$ cat src/rtl/tile_band_display.sv
// Multi-band tiled strip renderer with ping-pong band registers and a 2-stage pixel path.
// Optional runtime palette writes are enabled by defining TILE_BAND_PALETTE_WRITE_EN.
module tile_band_display #(
  parameter logic [5:0]  COMPONENT_ID = 6'b001111,
  parameter int          NUM_BANDS    = 4,
  parameter int          TILE_W       = 16,
  parameter int          TILE_H       = 32,
  parameter int          MEM_WORDS    = 256,
  parameter int          H_ACTIVE     = 640,
  parameter int          SWAP_LINE    = 480,
  parameter logic [23:0] BG_COLOR     = 24'h202020
) (
  input  logic        clk,
  input  logic        reset,
  input  logic        write,
  input  logic [31:0] writedata,
  input  logic [9:0]  hcount,
  input  logic [9:0]  vcount,
  output logic [23:0] RGB_output
);

  localparam int CW        = $clog2(TILE_W);
  localparam int MW        = $clog2(MEM_WORDS);
  localparam int AW        = 24;
  localparam int TILE_PIX  = TILE_W * TILE_H;
  localparam int NUM_TILES = (2 * MEM_WORDS) / TILE_PIX;

  // Tile ROM content: word w holds lo pixel (w[2:1]+w[4:3]) and hi pixel lo+1.
  function automatic logic [3:0] rom_pattern(input int w);
    logic [1:0] lo;
    lo = 2'(w >> 1) + 2'(w >> 3);
    return {lo + 2'd1, lo};
  endfunction

  function automatic logic [23:0] pal_default(input logic [1:0] idx);
    case (idx)
      2'd0:    return 24'h202020;
      2'd1:    return 24'hFFFFFF;
      2'd2:    return 24'h808080;
      default: return 24'hD3D3D3;
    endcase
  endfunction

  logic [5:0]  sub_comp;
  logic [4:0]  child_comp;
  logic [3:0]  info;
  logic [2:0]  input_type;
  logic        buffer_state;
  logic [12:0] msg;

  assign sub_comp     = writedata[31:26];
  assign child_comp   = writedata[25:21];
  assign info         = writedata[20:17];
  assign input_type   = writedata[16:14];
  assign buffer_state = writedata[13];
  assign msg          = writedata[12:0];

  logic cfg_wr, band_wr, swap_req, commit, tile_ok;
  logic active_bank, pending_bank, swap_pending;

  assign cfg_wr   = write && (info == 4'h1) && (sub_comp == COMPONENT_ID);
  assign band_wr  = cfg_wr && (32'(child_comp) < NUM_BANDS);
  assign swap_req = write && (info == 4'hF);
  assign commit   = swap_pending && (vcount == 10'(SWAP_LINE)) && (hcount == 10'd0);
  assign tile_ok  = 32'(msg[4:0]) < NUM_TILES;

  always_ff @(posedge clk or posedge reset) begin
    if (reset) begin
      active_bank  <= 1'b0;
      pending_bank <= 1'b0;
      swap_pending <= 1'b0;
    end else begin
      if (commit) begin
        active_bank  <= pending_bank;
        swap_pending <= 1'b0;
      end
      // A request in the commit cycle re-arms for the next frame.
      if (swap_req) begin
        pending_bank <= buffer_state;
        swap_pending <= 1'b1;
      end
    end
  end

  logic       enable_reg   [2][NUM_BANDS];
  logic       mirror_reg   [2][NUM_BANDS];
  logic [4:0] tile_sel_reg [2][NUM_BANDS];
  logic [9:0] x_scroll_reg [2][NUM_BANDS];
  logic [9:0] band_y_reg   [2][NUM_BANDS];
  logic [9:0] l_edge_reg, r_edge_reg;

  always_ff @(posedge clk or posedge reset) begin
    if (reset) begin
      for (int bk = 0; bk < 2; bk++) begin
        for (int b = 0; b < NUM_BANDS; b++) begin
          enable_reg[bk][b]   <= 1'b0;
          mirror_reg[bk][b]   <= 1'b0;
          tile_sel_reg[bk][b] <= 5'd0;
          x_scroll_reg[bk][b] <= 10'd0;
          band_y_reg[bk][b]   <= 10'd0;
        end
      end
    end else begin
      for (int bk = 0; bk < 2; bk++) begin
        for (int b = 0; b < NUM_BANDS; b++) begin
          if (band_wr && (buffer_state == 1'(bk)) && (child_comp == 5'(b))) begin
            case (input_type)
              3'b001: begin
                enable_reg[bk][b] <= msg[12];
                mirror_reg[bk][b] <= msg[11];
                if (tile_ok) tile_sel_reg[bk][b] <= msg[4:0];
              end
              3'b010:  x_scroll_reg[bk][b] <= msg[9:0];
              3'b011:  band_y_reg[bk][b]   <= msg[9:0];
              default: ;
            endcase
          end
          // Placed after the write so the enable-clear wins on a collision.
          if (commit && (pending_bank != 1'(bk))) enable_reg[bk][b] <= 1'b0;
        end
      end
    end
  end

  always_ff @(posedge clk or posedge reset) begin
    if (reset) begin
      l_edge_reg <= 10'd0;
      r_edge_reg <= 10'(H_ACTIVE);
    end else if (band_wr) begin
      if (input_type == 3'b100) l_edge_reg <= msg[9:0];
      if (input_type == 3'b101) r_edge_reg <= msg[9:0];
    end
  end

  // Stage 1: per-band hit test and ROM address, lowest index wins.
  logic                 in_x;
  logic [NUM_BANDS-1:0] band_hit;
  logic [AW-1:0]        band_addr [NUM_BANDS];

  assign in_x = (hcount >= l_edge_reg) && (hcount < r_edge_reg);

  genvar gi;
  generate
    for (gi = 0; gi < NUM_BANDS; gi++) begin : g_band
      logic [9:0]    by, xs, row;
      logic [10:0]   y_sum, y_end;
      logic [CW-1:0] col, col_m;
      logic          in_y;
      assign by     = band_y_reg[active_bank][gi];
      assign xs     = x_scroll_reg[active_bank][gi];
      assign y_sum  = {1'b0, by} + 11'(TILE_H);
      assign y_end  = (y_sum > 11'd1023) ? 11'd1023 : y_sum;
      assign in_y   = ({1'b0, vcount} >= {1'b0, by}) && ({1'b0, vcount} < y_end);
      assign row    = vcount - by;
      assign col    = CW'(hcount + xs);
      assign col_m  = mirror_reg[active_bank][gi] ? (CW'(TILE_W - 1) - col) : col;
      assign band_hit[gi]  = enable_reg[active_bank][gi] && in_y && in_x;
      assign band_addr[gi] = AW'(tile_sel_reg[active_bank][gi]) * AW'(TILE_PIX)
                           + AW'(row) * AW'(TILE_W) + AW'(col_m);
    end
  endgenerate

  logic          win_hit;
  logic [AW-1:0] win_addr;

  always_comb begin
    win_hit  = 1'b0;
    win_addr = '0;
    for (int b = NUM_BANDS - 1; b >= 0; b--) begin
      if (band_hit[b]) begin
        win_hit  = 1'b1;
        win_addr = band_addr[b];
      end
    end
  end

  logic          s1_hit_reg;
  logic [AW-1:0] s1_addr_reg;

  always_ff @(posedge clk or posedge reset) begin
    if (reset) begin
      s1_hit_reg  <= 1'b0;
      s1_addr_reg <= '0;
    end else begin
      s1_hit_reg  <= win_hit;
      s1_addr_reg <= win_addr;
    end
  end

  // Stage 2: ROM lookup and palette, registered into RGB_output.
  logic [3:0] mem [MEM_WORDS];
  generate
    for (gi = 0; gi < MEM_WORDS; gi++) begin : g_rom
      assign mem[gi] = rom_pattern(gi);
    end
  endgenerate

  logic        in_range;
  logic [3:0]  nibble;
  logic [1:0]  pixel;
  logic [23:0] pal_color;
  logic [23:0] rgb_next;

  assign in_range = s1_addr_reg < AW'(2 * MEM_WORDS);
  assign nibble   = mem[s1_addr_reg[MW:1]];
  assign pixel    = !in_range ? mem[0][1:0] : (s1_addr_reg[0] ? nibble[3:2] : nibble[1:0]);

`ifdef TILE_BAND_PALETTE_WRITE_EN
  logic [23:0] palette_reg [4];

  always_ff @(posedge clk or posedge reset) begin
    if (reset) begin
      for (int p = 0; p < 4; p++) palette_reg[p] <= pal_default(2'(p));
    end else if (cfg_wr && (input_type == 3'b110)) begin
      palette_reg[child_comp[1:0]] <= {msg[11:8], msg[11:8], msg[7:4], msg[7:4],
                                       msg[3:0], msg[3:0]};
    end
  end

  assign pal_color = palette_reg[pixel];
`else
  logic unused_msg_bit;
  assign unused_msg_bit = msg[10];
  assign pal_color      = pal_default(pixel);
`endif

  assign rgb_next = s1_hit_reg ? pal_color : BG_COLOR;

  always_ff @(posedge clk or posedge reset) begin
    if (reset) RGB_output <= BG_COLOR;
    else       RGB_output <= rgb_next;
  end

endmodule

$ cat config.mk
export PLATFORM = sky130hd
export DESIGN_NAME = tile_band_display
export DESIGN_NICKNAME = d
export VERILOG_FILES = /design/src/rtl/tile_band_display.sv
export SDC_FILE = /design/constraint.sdc
export NUM_CORES = 1
export LEC_CHECK = 0
export ABC_CLOCK_PERIOD_IN_PS = 5700
export BUFFER_PORTS_ARGS = -buffer_cell sky130_fd_sc_hd__clkbuf_2
export CAP_MARGIN = 40
export CORE_ASPECT_RATIO = 1.75
export CORE_MARGIN = 5
export CORE_UTILIZATION = 56
export CTS_CLUSTER_SIZE = 24
export DETAILED_ROUTE_END_ITERATION = 6
export PLACE_DENSITY = 0.77
export SKIP_CTS_REPAIR_TIMING = 1
export SLEW_MARGIN = 10
export SYNTH_ARGS = -nofsm -noshare
export SYNTH_HDL_FRONTEND = slang
export SYNTH_SLANG_ARGS = --single-unit
$ cat constraint.sdc
create_clock -name clk -period 5.7 [get_ports clk]
set_input_delay 0 -clock clk [delete_from_list [all_inputs] [get_ports clk]]
set_output_delay 0 -clock clk [all_outputs]
set_load 0.05 [all_outputs]
==> results by group, run 1 <==
STA
  – Worst clock skew: 0.0147 ns
  – Max frequency: 193 MHz
  – Hold Vio Cnt, Final: 1
  – Final worst-path cycle share: 91.1%
  – Transition time of the tightest slew-check pin: 0.743 ns
  – Setup repair after global routing missed its margin: false
  – Final critical-path required period: 5.19 ns
  – Setup violation total in the final timing report: 0
  – Worst slew margin relative to its limit: 50.3%
  – Hold slack: -0.0115 ns
  – Max-slew violation count: 0
  – Sum of negative setup slack: 0 ns

Synthesis
  – #FFs+latches synth: 207
  – Synth Net Count: 1553
  – Yosys synthesis warning count: 0
  – Number of synthesized flops with an enable pin: 0
  – Main flop type after synthesis: dfrtp_1
  – Synth Cell Area: 14100 sq um
  – Number of distinct library cells after synthesis: 81
  – Sequential element share of the synthesized area: 36.7%
  – Syn avg cell area: 10.4 sq um
  – Post-Syn Instances: 1355
  – Async set-or-reset flop fraction in the synthesized netlist: 100%

Floorplanning
  – Overall die area: 28600 sq um
  – Die width: 130 um
  – Std-Cell Rows: 77
  – Placeable core area: 25000 sq um
  – Initial core utilization: 56.4%
  – Vertical extent of the die: 220 um
  – Num ports: 79

Power
  – Relative contribution of sequential cells to total power: 43.9%
  – Power share of the combinational group: 9.1%
  – Total power: 3.36 mW
  – Pwr dens: 215 nW/um^2
  – Worst vdd ir: 405 uV
  – Total internal power: 2.56 mW
  – Net Sw Power: 0.798 mW
  – Leakage power of the design: 7.44 nW
  – Share of total power in the clock network: 47.0%
  – Switching Share: 23.8%

Clocking
  – Skew-Pair Late Insertion Delay: 0.52 ns
  – Cell at the root of the clock tree: clkbuf_16
  – Maximum buffer depth of the clock tree: 3
  – TritonCTS clock tree: done
  – TritonCTS Sinks: 207
  – Clock slew at reported path FFs: 0.07 ns
  – Number of H-tree branching levels: 1
  – Number of buffers created by CTS: 21

Global routing
  – Total global-route track usage: 25.0%
  – Pin count of the biggest net entering global routing: 81
  – Number of global-route vias before repair: 10.7k
  – Number of antenna violations at the first check in global routing: 0
  – GRT overflow: 0
  – Global-route wire length before repair: 56000 um

Outcome
  – Violations in the final reports: negative hold slack
  – Status: finished, violations left

Hold path
  – Hold Path Cell Cnt: 3
  – Type of the most critical hold path: primary input to register

Detailed routing
  – DRC errors left: 0
  – Total via count in the routed design: 10.5k
  – First drt pass iteration count: 5
  – Detail-routed via count per cell: 5.97
  – Number of DRC violations after detailed-routing iteration 0: 587
  – WL per Instance: 20.3 um
  – Number of nets with antenna violations after routing: 0
  – Final Routed Wirelength: 35600 um

Setup path
  – Crit path capture type: register
  – Critical path class: register to register
  – R2R setup slack: 0.51 ns
  – Startpoint of the worst register-to-register path: active_bank$_DFFE_PP0P_
  – Element type at the critical path start: register
  – Capture point of the worst reg-to-reg path: s1_addr_reg[13]$_DFF_PP0_
  – Critical Path AT: 5.62 ns
  – Worst path required time: 6.12 ns
  – Timing startpoint of the critical path: active_bank$_DFFE_PP0P_
  – Worst Path Max Fanout: 31
  – Path depth of the worst reg2reg path: 18
  – Setup crit end: s1_addr_reg[13]$_DFF_PP0_

Layout
  – # diodes: 0
  – Number of filler cells placed in the layout: 2054
  – Ratio of cells with drive above 1 in the final layout: 23.1%
  – Fin cells: 1753
  – Largest register FFs: 80
  – Area growth syn-to-layout: 10.4%
  – Nets: 1620

Placement
  – Global placer's final weighted congestion: 0.964
  – Final HPWL from detailed placement: 27000 um
  – Port Buffers: 77
  – Placed cell count: 1699

Run
  – Number of max-cap violations: 0
cell type report:
class	instances	area [sq um]	share of cell area, %
multi-input combinational	1023	8340	53.4
sequential	207	5190	33.2
timing repair buffer	102	637	4.08
clock buffer	28	602	3.86
tap	316	395	2.53
inverter	67	259	1.66
clock inverter	10	190	1.22
Yosys cell counts (6+ instances only):
cell type | number | area [sq um]
and2_1 | 29 | 181
nor2_1 | 82 | 308
o21a_1 | 21 | 158
nand4_1 | 16 | 100
inv_1 | 67 | 251
o21ai_0 | 51 | 255
dfrtp_1 | 204 | 5100
nand3b_1 | 6 | 45.0
clkbuf_1 | 12 | 45.0
mux2_2 | 177 | 1990
buf_2 | 8 | 40.0
nor3_1 | 7 | 35.0
ha_1 | 135 | 1690
fa_1 | 8 | 160
a21oi_1 | 67 | 335
nand3_1 | 44 | 220
a2111oi_0 | 6 | 52.6
xnor2_1 | 48 | 420
xor2_1 | 19 | 166
buf_1 | 9 | 33.8
buf_4 | 22 | 165
nand2_1 | 79 | 297
a211oi_1 | 10 | 75.1
nor2b_1 | 50 | 313
mux2i_1 | 36 | 360
a21o_1 | 24 | 180
worst max-delay path, stage by stage (launching register included):
cell and delay, ns:
dfrtp_4 0.69, mux2i_1 0.41, inv_1 0.10, ha_1 0.24, or3_1 0.40, a2111oi_2 0.45
a21oi_1 0.16, a21oi_2 0.29, nor2b_1 0.10, ha_1 0.30, a211oi_1 0.24, nor2_1 0.07
o21ai_0 0.17, a21oi_1 0.11, a211oi_2 0.38, o21ai_1 0.31, buf_4 0.27, o21a_1 0.10
a221oi_1 0.27
layer usage:
layer  global-route usage (%)  up-vias  share of wire [%]
li1                         -     4963                  -
met1                     29.0     5145                 38
met2                     44.9      256                 52
met3                     2.46       97                3.6
met4                     13.3        0                5.9
met5                        0        -                  0
cell usage in the layout (no fill, tap or decap), types with 6 or more instances in the layout:
cell type and count:
inv_1 66, nor2b_1 50, o21ai_0 51, buf_4 7, fa_1 8, dlygate4sd3_1 16, dfrtp_1 203, o21a_1 21
nand2_1 79, nor2_1 82, nor3_1 7, clkbuf_2 77, a211oi_1 10, nand3_1 44, and2_1 29, nand4_1 16
mux2i_1 36, a21oi_1 67, nand3b_1 6, a21o_1 24, xnor2_1 48, ha_1 135, xor2_1 19, mux2_2 177
clkbuf_16 21, a2111oi_0 6
per-stage QoR:
step | util, % | cell area, sq um | worst slack, ns
global route | 62.3 | 15600 | 0.0462
CTS | 61.7 | 15400 | 0.500
global placement | 58.3 | 14600 | 0.571
detailed placement | 58.5 | 14700 | 0.526
floorplan | - | 14100 | 0.0525
finish | 62.3 | 15600 | 0.506
power by group through the flow:
stage	Clock, mW	Sequential [mW]	Combinational (mW)
final	1.58	1.47	0.305
after floorplan	0	1.50	0.187
after CTS	1.60	1.47	0.297
after global placement	0	1.50	0.286
after detailed placement	0	1.50	0.295
after global routing	1.66	1.47	0.339
cells by family after synthesis:
kind of cell / count (synthesis) / share of synthesized area [%]
AO/OA/AOI/OAI: 232 / 10.9
multiplexers: 213 / 16.7
adder cells (fa/ha/maj): 143 / 13.1
AND/OR/NAND/NOR: 368 / 14.2
buffers and inverters: 125 / 4.35
XOR/XNOR: 67 / 4.15
flip-flops: 207 / 36.7
how the worst min path moves through the flow:
stage / slack [ns] / to / start
global placement: 0.11 / RGB_output[19]$_DFF_PP0_ / reset
global route: 0.03 / l_edge_reg[4]$_DFFE_PP0P_ / writedata[4]
CTS: -0.44 / RGB_output[19]$_DFF_PP0_ / reset
detailed placement: 0.11 / RGB_output[19]$_DFF_PP0_ / reset
floorplan: 0.15 / mirror_reg[0]$_DFFE_PP0P_ / writedata[11]
finish: -0.01 / l_edge_reg[4]$_DFFE_PP0P_ / writedata[4]
(Power assumes the default switching activity.)
==> inputs of run 2 (changes only) <==
--- a/config.mk
+++ b/config.mk
@@ -5,15 +5,16 @@
 export SDC_FILE = /design/constraint.sdc
 export NUM_CORES = 1
 export LEC_CHECK = 0
-export ABC_CLOCK_PERIOD_IN_PS = 5700
+export ABC_AREA = 1
+export ABC_CLOCK_PERIOD_IN_PS = 6300
 export BUFFER_PORTS_ARGS = -buffer_cell sky130_fd_sc_hd__clkbuf_2
 export CAP_MARGIN = 40
 export CORE_ASPECT_RATIO = 1.75
 export CORE_MARGIN = 5
-export CORE_UTILIZATION = 56
+export CORE_UTILIZATION = 59
 export CTS_CLUSTER_SIZE = 24
 export DETAILED_ROUTE_END_ITERATION = 6
-export PLACE_DENSITY = 0.77
+export PLACE_DENSITY = 0.78
 export SKIP_CTS_REPAIR_TIMING = 1
 export SLEW_MARGIN = 10
 export SYNTH_ARGS = -nofsm -noshare
==> constraint.sdc (replaced) <==
create_clock -name clk -period 6.3 [get_ports clk]
set_input_delay 0 -clock clk [delete_from_list [all_inputs] [get_ports clk]]
set_output_delay 0 -clock clk [all_outputs]
set_load 0.05 [all_outputs]
==> run 2 against run 1 <==
The flow still finishes with violations (negative hold slack). Sequential cell count stayed put. Via count up 15%. Critical path type unchanged. Critical path depth increased by 3.
==> results by group, run 2 <==
Outcome
  – Status: finished, violations left (unchanged)
  – Violations in the final reports: negative hold slack (unchanged)

Detailed routing
  – Number of nets with antenna violations after routing: 0 (unchanged)
  – DRC errors left: 0 (unchanged)
  – First drt pass iteration count: 5 (unchanged)
  – Number of DRC violations after detailed-routing iteration 0: 754 (was 587)
  – WL per Instance: 16.4 um (was 20.3 um)
  – Total via count in the routed design: 12.0k (was 10.5k)
  – Detail-routed via count per cell: 5.49 (was 5.97)
  – Final Routed Wirelength: 35800 um (was 35600 um)

Floorplanning
  – Initial core utilization: 59.5% (was 56.4%)
  – Num ports: 79 (unchanged)
  – Placeable core area: 23200 sq um (was 25000 sq um)
  – Die width: 126 um (was 130 um)
  – Overall die area: 26700 sq um (was 28600 sq um)
  – Std-Cell Rows: 74 (was 77)
  – Vertical extent of the die: 212 um (was 220 um)

Power
  – Pwr dens: 188 nW/um^2 (was 215 nW/um^2)
  – Worst vdd ir: 229 uV (was 405 uV)
  – Leakage power of the design: 7.95 nW (was 7.44 nW)

Global routing
  – Global-route wire length before repair: 58400 um (was 56000 um)
  – Number of antenna violations at the first check in global routing: 0 (unchanged)
  – Total global-route track usage: 27.2% (was 25.0%)
  – Pin count of the biggest net entering global routing: 93 (was 81)
  – GRT overflow: 0 (unchanged)
  – Number of global-route vias before repair: 11.8k (was 10.7k)

Synthesis
  – Sequential element share of the synthesized area: 37.5% (was 36.7%)
  – #FFs+latches synth: 207 (unchanged)
  – Syn avg cell area: 7.60 sq um (was 10.4 sq um)
  – Synth Cell Area: 13800 sq um (was 14100 sq um)
  – Proportion of netlist area held by the largest area contributor: 36.9% (was 36.1%)
  – Most common cell in the netlist: nand2_1 (was dfrtp_1)
  – Number of distinct library cells after synthesis: 46 (was 81)
  – Cell taking the most area after synthesis: dfrtp_1 (unchanged)
  – Yosys synthesis warning count: 0 (unchanged)
  – Synth area leaders: dfrtp_1 (37%), nand2_1 (13%), ha_1 (12%) (was dfrtp_1 (36%), mux2_2 (14%), ha_1 (12%))
  – Main flop type after synthesis: dfrtp_1 (unchanged)
  – Number of synthesized flops with an enable pin: 0 (unchanged)
  – Post-Syn Instances: 1819 (was 1355)
  – Synth Net Count: 2017 (was 1553)
  – List of most frequent post-synthesis cells: nand2_1 (486), inv_1 (235), dfrtp_1 (204) (was dfrtp_1 (204), mux2_2 (177), ha_1 (135))
  – Async set-or-reset flop fraction in the synthesized netlist: 100% (unchanged)

STA
  – Max-slew violation count: 0 (unchanged)
  – Setup repair after global routing missed its margin: false (unchanged)
  – Final critical-path required period: 5.10 ns (was 5.19 ns)
  – Hold slack: -0.0277 ns (was -0.0115 ns)
  – Worst setup slack after layout: 1.20 ns (was 0.506 ns)
  – Setup violation total in the final timing report: 0 (unchanged)
  – Final worst-path cycle share: 81.0% (was 91.1%)
  – Transition time of the tightest slew-check pin: 0.920 ns (was 0.743 ns)
  – Hold Vio Cnt, Final: 14 (was 1)
  – Max frequency: 196 MHz (was 193 MHz)
  – Sum of negative setup slack: 0 ns (unchanged)
  – Worst clock skew: 0.0251 ns (was 0.0147 ns)
  – Worst slew margin relative to its limit: 38.2% (was 50.3%)

Setup path
  – Worst Path Max Fanout: 54 (was 31)
  – Critical Path AT: 5.51 ns (was 5.62 ns)
  – Element type at the critical path start: register (unchanged)
  – Worst path required time: 6.71 ns (was 6.12 ns)
  – Largest stage delay on the critical path: 0.82 ns (was 0.69 ns)
  – Most prevalent standard cell on the critical path: nand2_1
  – Timing startpoint of the critical path: active_bank$_DFFE_PP0P_ (unchanged)
  – R2R setup slack: 1.20 ns (was 0.51 ns)
  – Critical path class: register to register (unchanged)
  – Crit path capture type: register (unchanged)
  – Slowest library cell on the worst path: dfrtp_4 (unchanged)
  – List of cells traversed by the critical path: inv_2, o21ai_4, ha_1, nand3_1, nand2_1, nand2_1, nor2_1, nand2_1, nand2_1, nand2_1, inv_1, nor2_1, ha_1, a21oi_1, o21ai_0, a221oi_1, nand3_1, nor2_1, nand3_1, nand3_1, nand2_1 (was mux2i_1, inv_1, ha_1, or3_1, a2111oi_2, a21oi_1, a21oi_2, nor2b_1, ha_1, a211oi_1, nor2_1, o21ai_0, a21oi_1, a211oi_2, o21ai_1, buf_4, o21a_1, a221oi_1)
  – Startpoint of the worst register-to-register path: active_bank$_DFFE_PP0P_ (unchanged)

Hold path
  – Type of the most critical hold path: primary input to register (unchanged)
  – Startpoint of the most critical hold path: writedata[6] (was writedata[4])

Layout
  – Final Instance Area: 15000 sq um (was 15600 sq um)
  – Nets: 2062 (was 1620)
  – Fin cells: 2182 (was 1753)
  – # diodes: 0 (unchanged)
  – Area growth syn-to-layout: 8.44% (was 10.4%)
  – Commonest non-fill, non-tap cells in the layout: nand2_1 (486), inv_1 (234), dfrtp_1 (203), o21ai_0 (203), ha_1 (135) (was dfrtp_1 (203), mux2_2 (177), ha_1 (135))
  – Ratio of cells with drive above 1 in the final layout: 7.88% (was 23.1%)
  – Most common cell after layout, fill and taps aside: nand2_1 (was dfrtp_1)
  – Largest register FFs: 80 (unchanged)

Run
  – Number of max-cap violations: 0 (unchanged)

Placement
  – Placement-stage worst setup slack: 1.29 ns (was 0.526 ns)
  – Global placer's final weighted congestion: 0.958 (was 0.964)
  – Port Buffers: 77 (unchanged)
  – Placed cell count: 2135 (was 1699)
  – Final HPWL from detailed placement: 27300 um (was 27000 um)
  – Placed cell areas: 14200 sq um (was 14700 sq um)

Clocking
  – TritonCTS clock tree: done (unchanged)
  – Number of buffers created by CTS: 20 (was 21)
  – Cell at the root of the clock tree: clkbuf_16 (unchanged)
  – Clock slew at reported path FFs: 0.07 ns (about the same)
  – Number of H-tree branching levels: 1 (unchanged)
  – TritonCTS Sinks: 207 (unchanged)
  – Maximum buffer depth of the clock tree: 3 (unchanged)
  – Skew-Pair Late Insertion Delay: 0.52 ns (about the same)
==> run 2: cell families (layout without fill, tap and decap cells) <==
group / count (synthesis) / in the layout / synth area share (%)
and+or+nand+nor: 795 / 795 / 24.0
AOI/OAI and AO/OA: 306 / 306 / 11.9
buffers and inverters: 306 / 365 / 9.26
DFF: 207 / 207 / 37.5
adders and majority gates: 143 / 143 / 13.4
xor gates and xnor gates: 59 / 59 / 3.74
muxes: 3 / 3 / 0.217
==> run 2: per-layer routing <==
metal	vias up	track usage, %	wire, um
met1	5615	31.4	13700
met2	342	49.2	18300
met4	0	15.0	2210
met5	-	0	0
li1	5923	-	-
met3	105	2.59	1600
==> run 2: where the power goes <==
group	internal [mW]	total (mW)	leakage, nW	switching, mW
clock network	0.644	1.17	0.312	0.521
registers	1.33	1.33	2.66	0.00156
logic	0.112	0.314	4.97	0.202
total	2.09	2.81	7.95	0.724
==> run 2: worst paths after layout <==
path | to | depth (start not counted)
max | s1_addr_reg[10]$_DFF_PP0_ | 21
min | band_y_reg[66]$_DFFE_PP0P_ | 3
max reg2reg | s1_addr_reg[10]$_DFF_PP0_ | 21
min reg2reg | RGB_output[21]$_DFF_PP1_ | 1
max in group asynchronous | RGB_output[15]$_DFF_PP0_ | 4
min in group asynchronous | band_y_reg[68]$_DFFE_PP0P_ | 3
==> run 2: area by class of cell <==
cell class	count	area, sq um
Fill cell	2004	8250
Multi-Input combinational cell	1306	7360
Sequential cell	207	5190
Inverter	237	897
Timing Repair Buffer	92	543
Clock buffer	26	533
Tap cell	304	380
Clock inverter	10	90.1
==> run 2: through the flow <==
step	total power [mW]	util (%)
after floorplan	1.56	-
after global placement	1.65	61.3
after detailed placement	1.66	61.3
after CTS	2.82	64.0
after global routing	2.93	64.5
final	2.81	64.5
==> run 2: worst max-delay path: cells and delay by family (launching register included) <==
| family | cells | cell delay, ns |
|---|---|---|
| and+or+nand+nor | 13 | 2.00 |
| AOI/OAI and AO/OA | 4 | 0.97 |
| DFF | 1 | 0.82 |
| buffers and inverters | 2 | 0.61 |
| adders and majority gates | 2 | 0.53 |
==> inputs of run 3 (changes only) <==
--- a/config.mk
+++ b/config.mk
@@ -6,7 +6,7 @@
 export NUM_CORES = 1
 export LEC_CHECK = 0
 export ABC_AREA = 1
-export ABC_CLOCK_PERIOD_IN_PS = 6300
+export ABC_CLOCK_PERIOD_IN_PS = 4800
 export BUFFER_PORTS_ARGS = -buffer_cell sky130_fd_sc_hd__clkbuf_2
 export CAP_MARGIN = 40
 export CORE_ASPECT_RATIO = 1.75
==> constraint.sdc (replaced) <==
create_clock -name clk -period 4.8 [get_ports clk]
set_input_delay 0 -clock clk [delete_from_list [all_inputs] [get_ports clk]]
set_output_delay 0 -clock clk [all_outputs]
set_load 0.05 [all_outputs]
==> run 3 against run 2 <==
The flow still finishes with violations (negative hold slack). Worst hold slack better by 0.0025 ns. First-iteration DRC count is 2.5% lower. Sequential power is 32% higher. Sequential share of layout area is 0.29 points lower. Total power is 35% higher. Largest power group unchanged. Highest routed layer unchanged.
==> results by group, run 3 (synthesis results as in run 2) <==
Outcome
  – Status: finished, violations left (unchanged)
  – Violations in the final reports: negative hold slack (unchanged)

STA
  – Transition time of the tightest slew-check pin: 0.917 ns (was 0.920 ns)
  – Max-slew violation count: 0 (unchanged)
  – Final worst-path cycle share: 91.2% (was 81.0%)
  – Hold slack: -0.0251 ns (was -0.0277 ns)
  – Setup violation total in the final timing report: 0 (unchanged)
  – Sum of negative setup slack: 0 ns (unchanged)
  – Worst slew margin relative to its limit: 38.4% (was 38.2%)
  – Worst setup slack after layout: 0.422 ns (was 1.20 ns)
  – Final critical-path required period: 4.38 ns (was 5.10 ns)
  – Worst clock skew: 0.0149 ns (was 0.0251 ns)
  – Hold Vio Cnt, Final: 11 (was 14)
  – Setup repair after global routing missed its margin: false (unchanged)
  – Max frequency: 228 MHz (was 196 MHz)

Setup path
  – Most prevalent standard cell on the critical path: nand2_1 (unchanged)
  – Startpoint of the worst register-to-register path: active_bank$_DFFE_PP0P_ (unchanged)
  – Critical path depth in cells: 21 (unchanged)
  – Crit path capture type: register (unchanged)
  – Setup crit end: s1_addr_reg[10]$_DFF_PP0_ (unchanged)
  – Path depth of the worst reg2reg path: 21 (unchanged)
  – Slowest library cell on the worst path: dfrtp_4 (unchanged)
  – CP top delay family: simple AND/OR/NAND/NOR gates (unchanged)
  – Timing startpoint of the critical path: active_bank$_DFFE_PP0P_ (unchanged)
  – Critical path class: register to register (unchanged)
  – Critical Path AT: 4.82 ns (was 5.51 ns)
  – Capture point of the worst reg-to-reg path: s1_addr_reg[10]$_DFF_PP0_ (unchanged)
  – Largest stage delay on the critical path: 0.62 ns (was 0.82 ns)
  – List of cells traversed by the critical path: inv_4, or2_2, o21ai_1, inv_1, ha_1, nand3_1, xor2_1, nand4_1, nor2_1, nand2_1, nand2_1, nand2_1, inv_1, nor2_1, ha_1, a21oi_1, o31ai_1, a221oi_1, nand3_4, or2_2, nand2_1 (was inv_2, o21ai_4, ha_1, nand3_1, nand2_1, nand2_1, nor2_1, nand2_1, nand2_1, nand2_1, inv_1, nor2_1, ha_1, a21oi_1, o21ai_0, a221oi_1, nand3_1, nor2_1, nand3_1, nand3_1, nand2_1)
  – Worst Path Max Fanout: 24 (was 54)
  – Count of buffer and inverter cells on the critical path: 3 (was 2)
  – R2R setup slack: 0.42 ns (was 1.20 ns)
  – Worst path required time: 5.24 ns (was 6.71 ns)
  – Element type at the critical path start: register (unchanged)

Detailed routing
  – First drt pass iteration count: 5 (unchanged)
  – WL per Instance: 16.3 um (was 16.4 um)
  – Detail-routed via count per cell: 5.54 (was 5.49)
  – Final Routed Wirelength: 35800 um (about the same)
  – Number of DRC violations after detailed-routing iteration 0: 735 (was 754)
  – Total via count in the routed design: 12.1k (was 12.0k)
  – DRC errors left: 0 (unchanged)
  – Number of nets with antenna violations after routing: 0 (unchanged)

Power
  – Leakage power of the design: 7.99 nW (was 7.95 nW)
  – Worst vdd ir: 280 uV (was 229 uV)
  – Pwr dens: 252 nW/um^2 (was 188 nW/um^2)

Run
  – Number of max-cap violations: 0 (unchanged)

Hold path
  – Type of the most critical hold path: primary input to register (unchanged)

Floorplanning
  – Initial core utilization: 59.5% (unchanged)
  – Num ports: 79 (unchanged)
  – Std-Cell Rows: 74 (unchanged)
  – Placeable core area: 23200 sq um (unchanged)
  – Overall die area: 26700 sq um (unchanged)
  – Vertical extent of the die: 212 um (unchanged)
  – Die width: 126 um (unchanged)

Layout
  – Nets: 2070 (was 2062)
  – # diodes: 0 (unchanged)
  – Largest register FFs: 80 (unchanged)
  – Number of filler cells placed in the layout: 2082 (was 2004)
  – Most common cell after layout, fill and taps aside: nand2_1 (unchanged)
  – Commonest non-fill, non-tap cells in the layout: nand2_1 (486), inv_1 (233), dfrtp_1 (203), o21ai_0 (203), ha_1 (135) (was nand2_1 (486), inv_1 (234), dfrtp_1 (203), o21ai_0 (203), ha_1 (135))
  – Area growth syn-to-layout: 9.37% (was 8.44%)
  – Share of the core filled with cells in the final layout: 65.1% (was 64.5%)
  – Ratio of cells with drive above 1 in the final layout: 8.43% (was 7.88%)

Clocking
  – Number of H-tree branching levels: 1 (unchanged)
  – Number of buffers created by CTS: 20 (unchanged)
  – TritonCTS clock tree: done (unchanged)
  – Maximum buffer depth of the clock tree: 3 (unchanged)
  – Clock slew at reported path FFs: 0.07 ns (about the same)
  – Skew-Pair Late Insertion Delay: 0.51 ns (was 0.52 ns)
  – TritonCTS Sinks: 207 (unchanged)
  – Cell at the root of the clock tree: clkbuf_16 (unchanged)

Placement
  – Placement-stage worst setup slack: 0.321 ns (was 1.29 ns)
  – Final HPWL from detailed placement: 27300 um (about the same)
  – Port Buffers: 77 (unchanged)
  – Global placer's final weighted congestion: 0.955 (was 0.958)

Global routing
  – Number of antenna violations at the first check in global routing: 0 (unchanged)
  – Pin count of the biggest net entering global routing: 98 (was 93)
  – Total global-route track usage: 26.6% (was 27.2%)
  – GRT overflow: 0 (unchanged)
  – Number of global-route vias before repair: 11.8k (about the same)
  – Global-route wire length before repair: 57500 um (was 58400 um)
run 3: how the worst min path moves through the flow:
stage / startpoint / endpoint / slack (ns) / cells past startpoint
3_5_place_dp: reset / r_edge_reg[0]$_DFFE_PP0P_ / -0.04 / 2
6_report: writedata[9] / band_y_reg[29]$_DFFE_PP0P_ / -0.03 / 3
3_3_place_gp: reset / r_edge_reg[1]$_DFFE_PP0P_ / 0.25 / 2
4_1_cts: reset / r_edge_reg[1]$_DFFE_PP0P_ / -0.58 / 2
2_1_floorplan: writedata[12] / enable_reg[2]$_DFFE_PP0P_ / 0.16 / 2
5_1_grt: writedata[6] / band_y_reg[76]$_DFFE_PP0P_ / 0.007 / 3
run 3: final cells by class:
cell class | instances | area [sq um] | area share [%]
Timing Repair Buffer | 100 | 611 | 4.04
Tap cell | 304 | 380 | 2.52
Inverter | 237 | 896 | 5.93
Clock inverter | 10 | 111 | 0.737
Multi-Input combinational cell | 1306 | 7370 | 48.7
Sequential cell | 207 | 5190 | 34.3
Clock buffer | 26 | 564 | 3.73
run 3: where the power goes:
part | switching [mW] | total [mW] | internal, mW
Combinational | 0.266 | 0.417 | 0.151
Clock | 0.694 | 1.64 | 0.943
Sequential | 0.00222 | 1.75 | 1.75
run 3: metal layers:
layer	track usage, %	routed length, um
met3	2.56	1760
met2	48.8	18400
met1	30.4	13700
met4	14.2	1900
met5	0	0
run 3: worst reg2reg max path, delay by kind of cell (launching register included):
family | cells | cell delay, ns
AND/OR/NAND/NOR | 11 | 1.65
flip-flops | 1 | 0.62
buffers and inverters | 3 | 0.47
adder cells (fa/ha/maj) | 2 | 0.53
AO/OA/AOI/OAI | 4 | 0.82
XOR/XNOR | 1 | 0.24
run 3: through the flow:
step / std cells / instance area (sq um) / power, mW
finish: 2190 / 15100 / 3.80
global route: 2190 / 15100 / 3.95
CTS: 2179 / 15000 / 3.81
detailed placement: 2143 / 14300 / 2.19
global placement: 2142 / 14300 / 2.17
floorplan: 1819 / 13800 / 2.04
